$ cat src/rtl/simd_bus_master.sv
// Initiator for the 8-bit pico parallel bus: one valid/ready command becomes one timed bus cycle.
// Latency: bus ops occupy SETUP_CYC+PULSE_CYC+HOLD_CYC cycles, execute EXEC_CYC, then one IDLE cycle.
// Backpressure: cmd_ready is high only in IDLE, so at most one command is in flight.
module simd_bus_master #(
    parameter int SETUP_CYC = 1,
    parameter int PULSE_CYC = 2,
    parameter int HOLD_CYC  = 1,
    parameter int EXEC_CYC  = 4
) (
    input  logic       clk,
    input  logic       rst,
    input  logic       cmd_valid,
    output logic       cmd_ready,
    input  logic [1:0] cmd_op,
    input  logic [7:0] cmd_wdata,
    output logic       rsp_valid,
    output logic [7:0] rsp_rdata,
    output logic       busy,
    output logic       bus_cs_n,
    output logic       bus_wr_n,
    output logic       bus_rd_n,
    output logic       bus_cd,
    output logic       bus_excute,
    output logic [7:0] bus_dout,
    output logic       bus_oe,
    input  logic [7:0] bus_din
);

    localparam logic [2:0] S_IDLE   = 3'd0;
    localparam logic [2:0] S_SETUP  = 3'd1;
    localparam logic [2:0] S_STROBE = 3'd2;
    localparam logic [2:0] S_HOLD   = 3'd3;
    localparam logic [2:0] S_EXEC   = 3'd4;

    localparam logic [1:0] OP_ADDR = 2'b00;
    localparam logic [1:0] OP_READ = 2'b10;
    localparam logic [1:0] OP_EXEC = 2'b11;

    localparam logic [3:0] SETUP_LD = 4'(SETUP_CYC - 1);
    localparam logic [3:0] PULSE_LD = 4'(PULSE_CYC - 1);
    localparam logic [3:0] HOLD_LD  = 4'(HOLD_CYC - 1);
    localparam logic [3:0] EXEC_LD  = 4'(EXEC_CYC - 1);

    logic [2:0] state;
    logic [3:0] cnt;
    logic [1:0] op;
    logic       accept;

    assign accept = (state == S_IDLE) && cmd_ready && cmd_valid;

    // Every pin is registered; the value a phase needs is loaded on the edge that enters it.
    always_ff @(posedge clk) begin
        if (!rst) begin
            state      <= S_IDLE;
            cnt        <= 4'd0;
            op         <= 2'b00;
            cmd_ready  <= 1'b0;
            busy       <= 1'b0;
            rsp_valid  <= 1'b0;
            rsp_rdata  <= 8'h00;
            bus_cs_n   <= 1'b1;
            bus_wr_n   <= 1'b1;
            bus_rd_n   <= 1'b1;
            bus_cd     <= 1'b0;
            bus_excute <= 1'b0;
            bus_dout   <= 8'h00;
            bus_oe     <= 1'b0;
        end else begin
            rsp_valid <= 1'b0;
            case (state)
                S_IDLE: begin
                    cmd_ready <= 1'b1;
                    busy      <= 1'b0;
                    if (accept) begin
                        op        <= cmd_op;
                        cmd_ready <= 1'b0;
                        busy      <= 1'b1;
                        if (cmd_op == OP_EXEC) begin
                            state      <= S_EXEC;
                            cnt        <= EXEC_LD;
                            bus_excute <= 1'b1;
                        end else begin
                            state    <= S_SETUP;
                            cnt      <= SETUP_LD;
                            bus_cs_n <= 1'b0;
                            bus_cd   <= (cmd_op == OP_ADDR);
                            if (cmd_op != OP_READ) begin
                                bus_oe   <= 1'b1;
                                bus_dout <= cmd_wdata;
                            end
                        end
                    end
                end
                S_SETUP: begin
                    if (cnt == 4'd0) begin
                        state <= S_STROBE;
                        cnt   <= PULSE_LD;
                        if (op == OP_READ) bus_rd_n <= 1'b0;
                        else               bus_wr_n <= 1'b0;
                    end else begin
                        cnt <= cnt - 4'd1;
                    end
                end
                S_STROBE: begin
                    if (cnt == 4'd0) begin
                        state    <= S_HOLD;
                        cnt      <= HOLD_LD;
                        bus_wr_n <= 1'b1;
                        bus_rd_n <= 1'b1;
                        if (op == OP_READ) begin
                            rsp_rdata <= bus_din;
                            rsp_valid <= 1'b1;
                        end
                    end else begin
                        cnt <= cnt - 4'd1;
                    end
                end
                S_HOLD: begin
                    if (cnt == 4'd0) begin
                        state     <= S_IDLE;
                        bus_cs_n  <= 1'b1;
                        bus_oe    <= 1'b0;
                        bus_cd    <= 1'b0;
                        cmd_ready <= 1'b1;
                        busy      <= 1'b0;
                    end else begin
                        cnt <= cnt - 4'd1;
                    end
                end
                S_EXEC: begin
                    if (cnt == 4'd0) begin
                        state      <= S_IDLE;
                        bus_excute <= 1'b0;
                        cmd_ready  <= 1'b1;
                        busy       <= 1'b0;
                    end else begin
                        cnt <= cnt - 4'd1;
                    end
                end
                default: begin
                    state      <= S_IDLE;
                    bus_cs_n   <= 1'b1;
                    bus_wr_n   <= 1'b1;
                    bus_rd_n   <= 1'b1;
                    bus_cd     <= 1'b0;
                    bus_excute <= 1'b0;
                    bus_oe     <= 1'b0;
                    cmd_ready  <= 1'b0;
                    busy       <= 1'b0;
                end
            endcase
        end
    end

endmodule

$ cat config.mk
export PLATFORM = sky130hd
export DESIGN_NAME = simd_bus_master
export DESIGN_NICKNAME = d
export VERILOG_FILES = /design/src/rtl/simd_bus_master.sv
export SDC_FILE = /design/constraint.sdc
export NUM_CORES = 1
export LEC_CHECK = 0
export ABC_AREA = 0
export CAP_MARGIN = 20
export CORE_ASPECT_RATIO = 0.5
export CORE_UTILIZATION = 50
export CTS_CLUSTER_DIAMETER = 120
export CTS_CLUSTER_SIZE = 28
export DETAILED_ROUTE_END_ITERATION = 6
export GPL_ROUTABILITY_DRIVEN = 0
export PLACE_DENSITY_LB_ADDON = 0.08
export SLEW_MARGIN = 10
export SYNTH_ARGS = -nofsm -noshare
export SYNTH_HDL_FRONTEND = slang
export SYNTH_SLANG_ARGS = --single-unit
$ cat constraint.sdc
create_clock -name clk -period 2.5 [get_ports clk]
set_input_delay 0.5 -clock clk [delete_from_list [all_inputs] [get_ports clk]]
set_output_delay 0.5 -clock clk [all_outputs]
set_load 0.01 [all_outputs]
# Word level (Yosys, flattened, before mapping)
# Index checks and enable logic that the tools add are counted.
[totals]
reg_bits = 34
output_inout_bits = 25
word_cells = 100
input_bits = 21
[op_classes]
eq_ne = 19
bitwise = 5
n_mux = 38
n_reduce_logical = 23
n_addsub = 1
[ops]
columns = ["operator", "n"]
rows = [
  ["1-bit one-hot mux with 3 select lines", 8],
  ["4-bit AND reduction", 6],
  ["2-bit != test (second input constant)", 10],
  ["1-bit 2-to-1 mux", 18],
  ["4-bit 2-to-1 mux", 4],
  ["4-bit one-hot mux with 4 select lines", 1],
  ["3-bit 2-to-1 mux", 5],
  ["3-bit one-hot mux with 4 select lines", 1],
  ["3-bit AND reduction", 3],
  ["3-bit OR reduction", 3],
  ["3-bit by 2-bit == test with 1-bit output (second input constant)", 2],
  ["2-bit by 1-bit != test with 1-bit output (second input constant)", 3],
  ["1-bit NOT", 5],
  ["5-bit AND reduction", 1],
  ["2-bit == test (second input constant)", 2],
  ["4-bit logical NOT", 1],
  ["2-bit AND reduction", 2],
  ["4-bit nonzero test", 1],
  ["2-bit OR reduction", 2],
  ["4-bit by 1-bit subtractor with 4-bit output (second input constant)", 1],
  ["3-bit by 1-bit == test with 1-bit output (second input constant)", 1],
  ["3-bit == test (second input constant)", 1],
  ["3-bit logical NOT", 1],
  ["1-bit logical AND", 2],
  ["2 further kinds", 2],
]

# Longest topological paths before layout
# Gate-level depths: netlist of the first run.
[depth]
word_depth = 5
depth_mapped = 8
ltp_nobuf = 7

# Worst setup path after synthesis of the first run
# No wires, ideal clock.
[synth_path]
path_type = "register to register"
startpoint = "reg cnt[0]"
endpoint = "reg rsp_rdata[1]"
required_ns = 2.372
stages_incl_launch_ff = 9
n_path_buf = 1
setup_time_ns = 0.128
t_arrival_ns = 1.558
slack_ns = 0.814
period_less_slack_ns = 1.686
cell_sequence = "dfxtp_1 > inv_1 > ha_1 > nor3b_2 > and2_1 > nand3_1 > buf_2 > mux2i_1 > nor2_1"
[synth_between]
elab_chain_len = 2
[synth_rtl]
columns = ["item", "line", "rtl"]
rows = [
  ["start: declaration", "45", "logic [3:0] cnt;"],
  ["start signal: assignment", "101", "cnt <= cnt - 4'd1;"],
  ["start signal: assignment", "115", "cnt <= cnt - 4'd1;"],
  ["start signal: assignment", "127", "cnt <= cnt - 4'd1;"],
  ["4-bit logical NOT", "105", "if (cnt == 4'd0) begin"],
  ["3-bit AND reduction (no line)", "--", ""],
  ["end signal: assignment", "111", "rsp_rdata <= bus_din;"],
  ["end: declaration", "17", "output logic [7:0] rsp_rdata,"],
]
# Every way passes these cells.
# A chain may end at the register's enable or synchronous reset.

# Final worst setup path of the first run
[layout_path]
startpoint = "reg cnt[0]"
endpoint = "reg cnt[0]"
[layout_between]
elab_chain_len = 3
elab_cells_between_ends = 8
classes_between = "add/sub (1); eq/ne (1); mux (4); reduce/logical (2)"
[layout_rtl]
columns = ["item", "line"]
rows = [
  ["4-bit by 1-bit subtractor with 4-bit output or 4-bit logical NOT (tied branches)", "--"],
  ["4-bit 2-to-1 mux (tied with other cells)", "119, 131"],
  ["4-bit one-hot mux with 4 select lines or 3-bit AND reduction (tied branches)", "--"],
]
# Parallel ways exist; a longest one is shown, timed or not. The select of a mux whose other input is x is not followed.

==> results.toml, run 1 <==
[run_status]
status = "finished clean"

[synth]
synth_commonest_cells = "dfxtp_1, nor2_1, mux2i_1"
yosys.area.top_type = "dfxtp_1"
synth_compound_area_share_pct = 15.34
synth_top_area_share_pct = 43.69
syn_inst = 178
avgSynthCellArea_um2 = 8.751
synthArstFlopShare_pct = 0
syn_nets = 201
synth-main-ff-cell = "dfxtp_1"
synth_xor_area_share_pct = 2.249
synth_fa_ha_area_share_pct = 1.606
synth_top_family_by_area = "simple AND/OR/NAND/NOR gates"
yosys.area_share.simple_pct = 22.33
synthMuxAreaShare_pct = 10.92
synth_area_leaders = "dfxtp_1, mux2i_1, nor2_1, a21oi_1, o21ai_1"
syn_area_um2 = 1558
yosysSeqAreaShare_pct = 43.69
yosys_warnings = 0
synth_edf_count = 0
synth_cell_types = 40
synth_seq_cells = 34
synth_most_common_cell = "dfxtp_1"

[grt]
grt_max_degree = 23
grt_usage_pct = 24.06
busiest_layer = "met2"
antenna_found_initial = 0
use_met1_pct = 31.10
met2_usage_pct = 34.62
use_met3_pct = 11.65
grt_pass1_wl_um = 5940
gr-total-overflow = 0
grt_pass1_vias = 1279

[final_layout]
syn_to_final_growth_pct = 36.79
final_cells = 261
drive_gt1_share_pct = 6.250
utilization_pct = 77.06
fin_nets = 246
n_antenna_cell = 0

[pwr]
peakVddDrop_mv = 0.5346
p_total_mw = 1.987
power.leakage_nw = 0.8479
pwr_density_cell_nw_per_um2 = 932.3

[clock_tree]
clkTransAtPathRegs_ns = 0.06
cts_resized = 0
ctsHoldBuffers = 0
cts_tree = "yes"
cts-root-buf = "clkbuf_8"
clockBufferDepth = 2
cts.sinks = 34
post_cts_buffers = 0
clkLatencyLatePin_ns = 0.29
ctsHtreeMaxLevel = 2
cts_buffers = 5

[worst_setup_path]
slowest_stage = "dfxtp_1"
cpPeakStageDelay_ns = 0.41
critical_path_class = "flip-flop to flip-flop"
arrival_ns = 2.16
path_cells = "inv_1 > ha_1 > nor3b_2 > buf_4 > o21ai_0 > and3_1 > o21ai_0 > o221a_1"
cp_data_required_time_ns = 2.68
crit_path_end_kind = "flip-flop"
critPathMostFrequentCell = "o21ai_0"
critPathMaxFanout = 8
cp-start-kind = "flip-flop"

[sta]
max_freq_ghz = 0.5050
tightest_slew_ns = 0.7127
rsz0062_at_grt = "no"
fin_crit_ns = 1.980
slew_violations = 0
post-route-period-util_pct = 79.20
finalHoldViolCount = 0
setup_tns_ns = 0
setup_violations = 0
finClkSkew_ns = 0.007194
hold_slack_ns = 0.4614
slew_headroom_pct = 52.43

[routing]
dr_total_vias = 1438
dr.pass1.iters = 4
drc_errors = 0
drtIter0Drc = 130
wl_per_cell_um = 14.10
wl_um = 3680
drtAntennaViolNets = 0
avgViaCountPerCell = 5.510

[floorplan]
die_height_um = 41.47
start_util_pct = 56.33
rows = 13
core_um2 = 2765
io_pins = 46
die_w_um = 80.94
die-area_um2 = 3356

[job]
drv_cap = 0

[place]
port_buffers = 45
dp.cells = 253
dp_hpwl_um = 2536

[min_path]
hold_path.class = "flip-flop to flip-flop"
report_power, final:
| part | total (mW) | internal [mW] | switching, mW |
|---|---|---|---|
| clock network | 0.425 | 0.221 | 0.203 |
| registers | 0.742 | 0.635 | 0.107 |
| logic | 0.820 | 0.393 | 0.427 |
| total | 1.99 | 1.25 | 0.738 |
critical path: cells and delay by family, from the launching register on:
| family | cells | cell delay (ns) |
|---|---|---|
| compound gates | 3 | 0.56 |
| fa+ha+maj | 1 | 0.22 |
| buf+inv | 2 | 0.25 |
| flops | 1 | 0.41 |
| simple gates | 2 | 0.43 |
metrics by stage:
step,instance area [µm²],worst slack (ns)
2_1_floorplan,1558,0.8144
3_3_place_gp,2036,0.3725
3_5_place_dp,2036,0.3095
4_1_cts,2131,0.5344
5_1_grt,2131,0.3704
6_report,2131,0.5200
layer usage:
layer	share of wire (%)	routed length (µm)	vias up
met1	45	1641	666
met3	10	373	7
li1	-	-	706
met4	1.5	56	0
met5	0	0	-
met2	44	1609	59
kinds of logic (layout without fill, tap and decap cells):
logic type	count (synthesis)	count (layout)
simple gates	68	68
fa+ha+maj	2	2
flops	34	34
buf+inv	15	61
xor+xnor	4	4
compound gates	38	38
mux	17	17
final timing paths:
kind | from | endpoint | slack, ns | cells past startpoint
max | cnt[0] | cnt[0] | 0.52 | 8
min | bus_rd_n | bus_rd_n | 0.46 | 1
max reg2reg | cnt[0] | cnt[0] | 0.52 | 8
min reg2reg | bus_rd_n | bus_rd_n | 0.46 | 1
state kept, by name, summed over array words and instances, names as in the netlist, 2 cells and up:
register   count
state          3
cnt            4
op             2
bus_dout       8
rsp_rdata      8
cell usage in the layout (no fill, tap or decap), types with 2 or more instances in the layout:
cell	count
a211oi_1	2
a21oi_1	10
a31oi_1	2
and2_1	2
and4_1	2
buf_4	3
clkbuf_8	6
clkdlybuf4s50_1	45
dfxtp_1	34
ha_1	2
inv_1	5
mux2i_1	17
nand2_1	10
nand2b_1	6
nand3_1	3
nor2_1	30
nor2b_1	2
nor3_1	4
nor3b_1	2
o21ai_0	5
o21ai_1	8
xnor2_1	2
xor2_1	2
final cells by class:
type | instances | area, µm²
Clock inverter | 2 | 12.51
Multi-Input combinational cell | 129 | 817.0
Clock buffer | 6 | 82.58
Tap cell | 37 | 46.29
Sequential cell | 34 | 680.7
Timing Repair Buffer | 48 | 473.0
Fill cell | 211 | 634.4
Inverter | 5 | 18.77
No activity file was read; power rests on OpenSTA's default activity.
==> run 2: changes to the inputs <==
--- a/config.mk
+++ b/config.mk
@@ -8,7 +8,7 @@
 export ABC_AREA = 0
 export CAP_MARGIN = 20
 export CORE_ASPECT_RATIO = 0.5
-export CORE_UTILIZATION = 50
+export CORE_UTILIZATION = 42
 export CTS_CLUSTER_DIAMETER = 120
 export CTS_CLUSTER_SIZE = 28
 export DETAILED_ROUTE_END_ITERATION = 6
==> constraint.sdc (replaced) <==
create_clock -name clk -period 1.6 [get_ports clk]
set_input_delay 0.32 -clock clk [delete_from_list [all_inputs] [get_ports clk]]
set_output_delay 0.32 -clock clk [all_outputs]
set_load 0.01 [all_outputs]
==> run 2 against run 1 <==
Net effect: hold slack worse by 0.00067 ns; die area is 18% higher; the flow now finishes with violations (negative setup slack); largest cell class unchanged; critical path type unchanged; global-route usage is 1.1 points lower.
==> results.toml, run 2 (synthesized netlist as in run 1, its figures left out) <==
[run_status]
status = "complete, but fails checks"
violations = "negative setup slack"

[worst_setup_path]
rr_worst_depth = 9
cp-start-kind = "flip-flop"
cp_data_required_time_ns = 1.77
arrival_ns = 1.78
r2r_start = "cnt[0]"
crit_path_end_kind = "flip-flop"
crit_cells = 9
r2r_setup_slack_ns = -0.01
path_cells = "inv_2 > ha_4 > nor3b_4 > buf_4 > buf_6 > nor3_1 > a31oi_1 > o221a_2 > a21oi_1"
critical_path_class = "flip-flop to flip-flop"
cp.buffers_inverters = 3
cpPeakStageDelay_ns = 0.32
path_delay_family = "compound AO/OA/AOI/OAI gates"
crit_start = "cnt[0]"
slowest_stage = "dfxtp_2"
critPathMaxFanout = 4

[grt]
grt_max_degree = 22
antenna_found_initial = 0
grt_pass1_vias = 1528
grt_usage_pct = 22.91
grt_pass1_wl_um = 6796
gr-total-overflow = 0

[routing]
highest_layer = "met4"
met2_wirelength_um = 1817
avgViaCountPerCell = 5.062
wl_met3_um = 294
wl_per_cell_um = 13.12
wl_um = 4028
dr_total_vias = 1554
drt-met1-wl_um = 1884
dr.pass1.iters = 4
drc_errors = 0
drtAntennaViolNets = 0
drtIter0Drc = 153

[pwr]
power.leakage_nw = 1.037
peakVddDrop_mv = 0.6808
pwr_density_cell_nw_per_um2 = 1555

[floorplan]
die_w_um = 88.13
start_util_pct = 44.62
core_um2 = 3491
io_pins = 46
rows = 15
die-area_um2 = 3971
die_height_um = 45.07

[final_layout]
top_regs = "bus_dout (8), rsp_rdata (8), cnt (4)"
final_cell_mix = "clkdlybuf4s50_1, dfxtp_1, nor2_1, buf_4, mux2i_1"
mostFrequentLayoutCell = "clkdlybuf4s50_1"
drive_gt1_share_pct = 23.44
n_antenna_cell = 0
num-fill-cells = 269
syn_to_final_growth_pct = 61.53
fin_nets = 279

[sta]
setup_violations = 3
slew_headroom_pct = 76.27
slew_violations = 0
fin_crit_ns = 1.610
post-route-period-util_pct = 100.6
max_freq_ghz = 0.6211
tightest_slew_ns = 0.3547
setup_tns_ns = -0.02655
finClkSkew_ns = 0.002159
finalHoldViolCount = 0
fin_ws_ns = -0.009971
rsz0062_at_grt = "yes"

[job]
drv_cap = 0

[clock_tree]
ctsHtreeMaxLevel = 2
clkLatencyLatePin_ns = 0.28
clockBufferDepth = 2
cts_buffers = 5
ctsHoldBuffers = 0
clkTransAtPathRegs_ns = 0.07
cts.sinks = 34
cts-root-buf = "clkbuf_8"
cts_tree = "yes"

[min_path]
hold_path.class = "flip-flop to flip-flop"
hold_path_depth = 1
worstHoldStart = "bus_rd_n"

[place]
port_buffers = 45
place_ws_ns = -0.2100
dp_hpwl_um = 2865
## run 2: cell types whose count changed in the layout (fill, tap and decap cells not counted), sizes merged
cell      delta
clkinv       -1
buf         +33
bufinv       +1
clkinvlp     -1
## run 2: area by class of cell
cell class / instances / area (µm²) / area share, %
tap: 51 / 63.81 / 2.536
timing repair buffer: 81 / 760.7 / 30.23
multi-input combinational: 129 / 877.1 / 34.86
clock inverter: 1 / 30.03 / 1.193
sequential: 34 / 683.2 / 27.15
clock buffer: 6 / 82.58 / 3.282
inverter: 5 / 18.77 / 0.7459
## run 2: metal layers
layer	vias to the layer above	track usage (%)
met5	-	0
met4	0	6.129
met3	5	7.678
met2	45	37.52
met1	728	29.54
li1	776	-
## run 2: metrics by stage
stage                     cell area, µm²  power, mW  instances  hold slack, ns  util, %
final                               2516      3.913        307          0.4607    72.08
after global routing                2516      4.158        307          0.4756    72.08
after CTS                           2456      3.730        304          0.4638    70.36
after detailed placement            2291      2.796        294          0.4479    65.63
after global placement              2291      2.769        294          0.4412    65.63
after floorplan                     1570      2.052        178          0.4541        -
## run 2: final timing paths
kind                                 end
worst min-delay path            bus_rd_n
worst max register to register    cnt[1]
worst max-delay path              cnt[1]
worst min register to register  bus_rd_n
## run 2: what timing repair did
| item | 4_1_cts | 5_1_grt |
|---|---|---|
| cloned | 1 | 0 |
| resized for setup | 11 | 12 |
| pin swaps | 3 | 7 |
| setup endpoints to repair | 15 | 25 |
| setup buffers | 2 | 3 |
## run 2: where the power goes
part	total [mW]	leakage (nW)	switching, mW	internal, mW
logic	2.00	0.703	0.892	1.11
registers	1.11	0.277	0.112	0.995
clock network	0.806	0.0573	0.308	0.498
total	3.91	1.04	1.31	2.60
## run 2: worst reg2reg max path, cell delays in order (launching register included)
cell	delay [ns]
dfxtp_2	0.32
inv_2	0.07
ha_4	0.14
nor3b_4	0.27
buf_4	0.17
buf_6	0.09
nor3_1	0.03
a31oi_1	0.15
o221a_2	0.20
a21oi_1	0.05
==> run 3: changes to the inputs <==
--- a/config.mk
+++ b/config.mk
@@ -8,6 +8,7 @@
 export ABC_AREA = 0
 export CAP_MARGIN = 20
 export CORE_ASPECT_RATIO = 0.5
+export CORE_MARGIN = 2
 export CORE_UTILIZATION = 42
 export CTS_CLUSTER_DIAMETER = 120
 export CTS_CLUSTER_SIZE = 28
==> run 3 against run 2 <==
Net effect: the run now ends clean; via count is 2.5% lower; clock power is 26% lower; global-route usage is 3.6 points lower; highest routed layer unchanged.
==> results.toml, run 3 (synthesized netlist as in run 1, its figures left out) <==
[clock_tree]
clkTransAtPathRegs_ns = 0.07
cts-root-buf = "clkbuf_8"
cts_tree = "yes"
clkLatencyLatePin_ns = 0.28
ctsHoldBuffers = 0
clockBufferDepth = 2
cts_buffers = 5
ctsHtreeMaxLevel = 2
cts.sinks = 34

[routing]
avgViaCountPerCell = 4.984
dr_total_vias = 1515
wl_um = 3970
wl_per_cell_um = 13.06
met2_wirelength_um = 1789
drt-met1-wl_um = 1932
dr.pass1.iters = 4
drc_errors = 0
wl_met3_um = 224
highest_layer = "met4"
drtIter0Drc = 41
drtAntennaViolNets = 0

[place]
dp.cells = 294
port_buffers = 45
dp_hpwl_um = 2922
placement.cell_area_um2 = 2303
place_ws_ns = -0.1900

[pwr]
p_total_mw = 3.560
power.leakage_nw = 1.008
peakVddDrop_mv = 0.5822
pwr_density_cell_nw_per_um2 = 1446

[grt]
grt_pass1_wl_um = 6341
grt_max_degree = 21
antenna_found_initial = 0
gr-total-overflow = 0
grt_usage_pct = 19.30
grt_pass1_vias = 1436

[sta]
fin_ws_ns = 0.02126
setup_tns_ns = 0
finalHoldViolCount = 0
fin_crit_ns = 1.579
rsz0062_at_grt = "yes"
slew_headroom_pct = 76.93
slew_violations = 0
tightest_slew_ns = 0.3448
setup_violations = 0
post-route-period-util_pct = 98.67
finClkSkew_ns = 0.005554
hold_slack_ns = 0.4623
max_freq_ghz = 0.6334

[worst_setup_path]
rr_worst_depth = 7
arrival_ns = 1.75
r2r_start = "cnt[0]"
cp_data_required_time_ns = 1.77
crit_path_end_kind = "flip-flop"
r2r_setup_slack_ns = 0.02
critical_path_class = "flip-flop to flip-flop"
cp-start-kind = "flip-flop"
r2r_end = "bus_cd"
critPathMaxFanout = 3

[min_path]
min_to = "bus_cs_n"
worstHoldStart = "bus_cs_n"
hold_path_depth = 2
hold_path.class = "flip-flop to flip-flop"

[final_layout]
n_antenna_cell = 0
num-fill-cells = 303
fin_nets = 276
final_cells = 304
fin_area_um2 = 2462
final_cell_mix = "clkdlybuf4s50_1, dfxtp_1, nor2_1, buf_4, mux2i_1"
utilization_pct = 70.54
top_regs = "bus_dout (8), rsp_rdata (8), cnt (4)"
drive_gt1_share_pct = 22.92
syn_to_final_growth_pct = 58.07
mostFrequentLayoutCell = "clkdlybuf4s50_1"

[floorplan]
core_um2 = 3491
rows = 15
die-area_um2 = 4242
die_height_um = 47.07
start_util_pct = 44.62
die_w_um = 90.13
io_pins = 46

[job]
drv_cap = 0

[run_status]
status = "finished clean"
## run 3: power by group
part	internal (mW)	switching [mW]
logic	1.01	0.843
clock network	0.292	0.304
registers	0.997	0.119
## run 3: final cells by class
| type | instances | area [µm²] | share of cell area (%) |
|---|---|---|---|
| Clock buffer | 5 | 68.82 | 2.795 |
| Clock inverter | 2 | 10.01 | 0.4065 |
| Inverter | 5 | 18.77 | 0.7622 |
| Multi-Input combinational cell | 129 | 875.8 | 35.57 |
| Sequential cell | 34 | 684.4 | 27.79 |
| Tap cell | 51 | 63.81 | 2.591 |
| Timing Repair Buffer | 78 | 740.7 | 30.08 |
## run 3: how the worst max path moves through the flow
| stage | start | end | slack, ns | cells past startpoint |
|---|---|---|---|---|
| 6_report | cnt[0] | bus_cd | 0.02 | 7 |
| 5_1_grt | cnt[0] | rsp_rdata[0] | -0.06 | 8 |
| 4_1_cts | cnt[1] | rsp_rdata[0] | 0.02 | 8 |
| 3_5_place_dp | cmd_valid | bus_dout[1] | -0.19 | 7 |
| 3_3_place_gp | cmd_valid | bus_dout[5] | -0.13 | 7 |
| 2_1_floorplan | cnt[0] | rsp_rdata[1] | 0.001 | 8 |
## run 3: worst max-delay path: stages (launching register included)
cell	delay (ns)
dfxtp_2	0.33
inv_2	0.05
ha_4	0.15
and4bb_2	0.26
and2_4	0.15
a221o_1	0.31
mux2i_1	0.16
nor2_1	0.05
## run 3: what timing repair did
item | 4_1_cts | 5_1_grt
pin swaps | 3 | 4
buffers inserted | 2 | 0
cloned | 1 | 0
resized for setup | 11 | 8
setup endpoints to repair | 13 | 21
## run 3: metal layers
| metal | vias up | track usage, % |
|---|---|---|
| met5 | - | 0 |
| li1 | 769 | - |
| met2 | 41 | 35.04 |
| met3 | 4 | 6.742 |
| met1 | 701 | 23.47 |
| met4 | 0 | 3.692 |
==> edit, RTL diff (flow settings as in run 1) <==
`HOLD_CYC`: 1 -> 0.
--- a/src/rtl/simd_bus_master.sv
+++ b/src/rtl/simd_bus_master.sv
@@ -4,7 +4,7 @@
 module simd_bus_master #(
     parameter int SETUP_CYC = 1,
     parameter int PULSE_CYC = 2,
-    parameter int HOLD_CYC  = 1,
+    parameter int HOLD_CYC  = 0,
     parameter int EXEC_CYC  = 4
 ) (
     input  logic       clk,
Formal check against the unedited RTL: not equivalent (Yosys sat finds a counterexample within 10 cycles, from zero or initial values and one cycle with rst low).
==> edit against run 1 <==
Total power rose by 10%. Final area rose by 3.0%. Final cell count rose by 3.1%. Wire length rose by 2.6%. Worst setup slack got worse by 0.11 ns. Sequential cell count did not move. Synthesized cell count rose by 1.1%. Area after synthesis rose by 1.7%. Clock power rose by 19%. Via count rose by 4.4%. Sequential share of layout area fell by 0.93 points. Count of clock-buffer cells in the layout did not move. Global-route usage rose by 0.088 points.
==> edit: results (changes against run 1) <==
{| class="wikitable"
! Metric !! Value
|-
| Share of the synthesized area in compound gates (AO/OA/AOI/OAI) || 16.11% (+0.77 points)
|-
| Largest net degree at the start of global routing || 25 (+8.7%)
|-
| Half-perimeter wire length after detailed placement || 2.651 mm (+4.5%)
|-
| Worst slew margin relative to its limit || 48.18% (-4.3 points)
|-
| Routed length per instance || 14.03 um (-0.47%)
|-
| Iteration-0 DRC Markers || 113 (-13%)
|-
| Number of instances in the synthesized netlist || 180 (+1.1%)
|-
| Largest registers in the final layout || bus_dout (8), rsp_rdata (8), cnt (4)
|-
| Max stage delay cell, worst path || clkdlybuf4s50_1
|-
| Seq_cells || 34 (unchanged)
|-
| Net count, final || 251 (+2.0%)
|-
| Total setup buffers inserted after CTS || 0 (unchanged)
|-
| Parity-gate share of the synthesized area counting xor and xnor cells || 0.5529% (-1.7 points)
|-
| Largest fanout of any net on the critical path || 6 (-2)
|-
| GRT Resource Usage Total || 24.14% (+0.088 points)
|-
| Final non-clock buffer share || 22.92% (+0.72 points)
|-
| Clock network area share || 5.131% (+0.67 points)
|-
| Cell types with the largest area share after synthesis || dfxtp_1, mux2i_1, nor2_1
|-
| Worst vdd rail ir drop || 0.5778 mV (+8.1%)
|-
| Worst setup timing slack at the placement stage || 0.1413 ns (-0.1681 ns)
|-
| Clock tree skew after final layout || 0.004862 ns (-0.002332 ns)
|-
| Largest stage delay on the critical path || 0.50 ns (+0.09 ns)
|-
| CP delay by family, top || simple AND/OR/NAND/NOR gates
|-
| Sequential cell area fraction in the yosys report || 42.97% (-0.72 points)
|-
| Clock Buffer Count || 6 (unchanged)
|-
| Share of final-layout standard cells stronger than drive strength 1 || 8.734% (+2.5 points)
|-
| Buffer count excluding the clock tree in the final layout || 52 (+8.3%)
|-
| Non-Filler Instances || 269 (+3.1%)
|-
| Post-synthesis cell type count || 39 (-2.5%)
|-
| Adder-cell share of the synthesized area || 0.7899% (-0.82 points)
|-
| Arrival time reported for the critical path endpoint || 2.29 ns (+0.13 ns)
|-
| Proportion of register bits with asynchronous set or reset after synthesis || 0% (unchanged)
|-
| Invs w/o clock || 7 (+2)
|-
| Wire length of the first global-routing pass || 6.265 mm (+5.5%)
|-
| Cell count after placement || 262 (+3.6%)
|-
| Placed Instance Area || 0.002082 mm2 (+2.3%)
|-
| Multiplexer share of the synthesized area || 13.35% (+2.4 points)
|-
| Number of global-route vias before repair || 1443 (+13%)
|-
| Outcome || finished clean
|-
| Vias after detailed routing || 1501 (+4.4%)
|-
| Post-Syn Nets || 202 (+0.50%)
|-
| Startpoint types || input port
|-
| Multi-input gate share of total cell area || 37.46% (-0.89 points)
|-
| Filler instances || 244 (+16%)
|-
| Clock insertion delay at the later pin of the skew report || 0.28 ns
|-
| Commonest cells post-synth || dfxtp_1, nor2_1, mux2i_1
|-
| Number of buffers created by CTS || 5 (unchanged)
|-
| Total non-filler cell area in the finished layout || 0.002195 mm2 (+3.0%)
|-
| Lkg Pwr || 0.8611 nW (+1.6%)
|-
| Internal Pwr Total || 1.378 mW (+10%)
|}
==> edit: cell count changes after synthesis, moves of 3 or more <==
cell / before / now
nor2_1: 30 / 26
o211ai_1: 0 / 5
nand2_1: 10 / 14
nand3_1: 3 / 7
nand2b_1: 6 / 2
mux2i_1: 17 / 20
o21ai_0: 5 / 9
o21ai_1: 8 / 0
==> edit: power groups by stage <==
| stage | Combinational [mW] | Clock, mW | Sequential [mW] |
|---|---|---|---|
| detailed placement | 0.899 | 0 | 0.775 |
| floorplan | 0.688 | 0 | 0.725 |
| CTS | 0.903 | 0.515 | 0.764 |
| finish | 0.911 | 0.505 | 0.771 |
| global placement | 0.887 | 0 | 0.772 |
| global route | 1.01 | 0.534 | 0.788 |
==> edit: worst paths after layout <==
check | start | endpoint | depth (start not counted) | slack [ns]
worst max register to register | cnt[0]$_SDFFE_PN0P_ | cnt[1]$_SDFFE_PN0P_ | 7 | 0.49
worst max-delay path | cmd_op[0] | bus_oe$_SDFFE_PN0P_ | 6 | 0.41
worst min-delay path | bus_rd_n$_SDFFE_PN1P_ | bus_rd_n$_SDFFE_PN1P_ | 1 | 0.45
worst min register to register | bus_rd_n$_SDFFE_PN1P_ | bus_rd_n$_SDFFE_PN1P_ | 1 | 0.45
==> edit: layer usage <==
| metal | wire (um) | vias to the layer above | GRT usage (%) | part of all wire [%] |
|---|---|---|---|---|
| met1 | 1820 | 707 | 30.83 | 48 |
| met3 | 329 | 4 | 10.11 | 8.7 |
| met2 | 1599 | 51 | 38.00 | 42 |
| met5 | 0 | - | 0 | 0 |
| li1 | - | 739 | - | - |
| met4 | 26 | 0 | 5.263 | 0.69 |
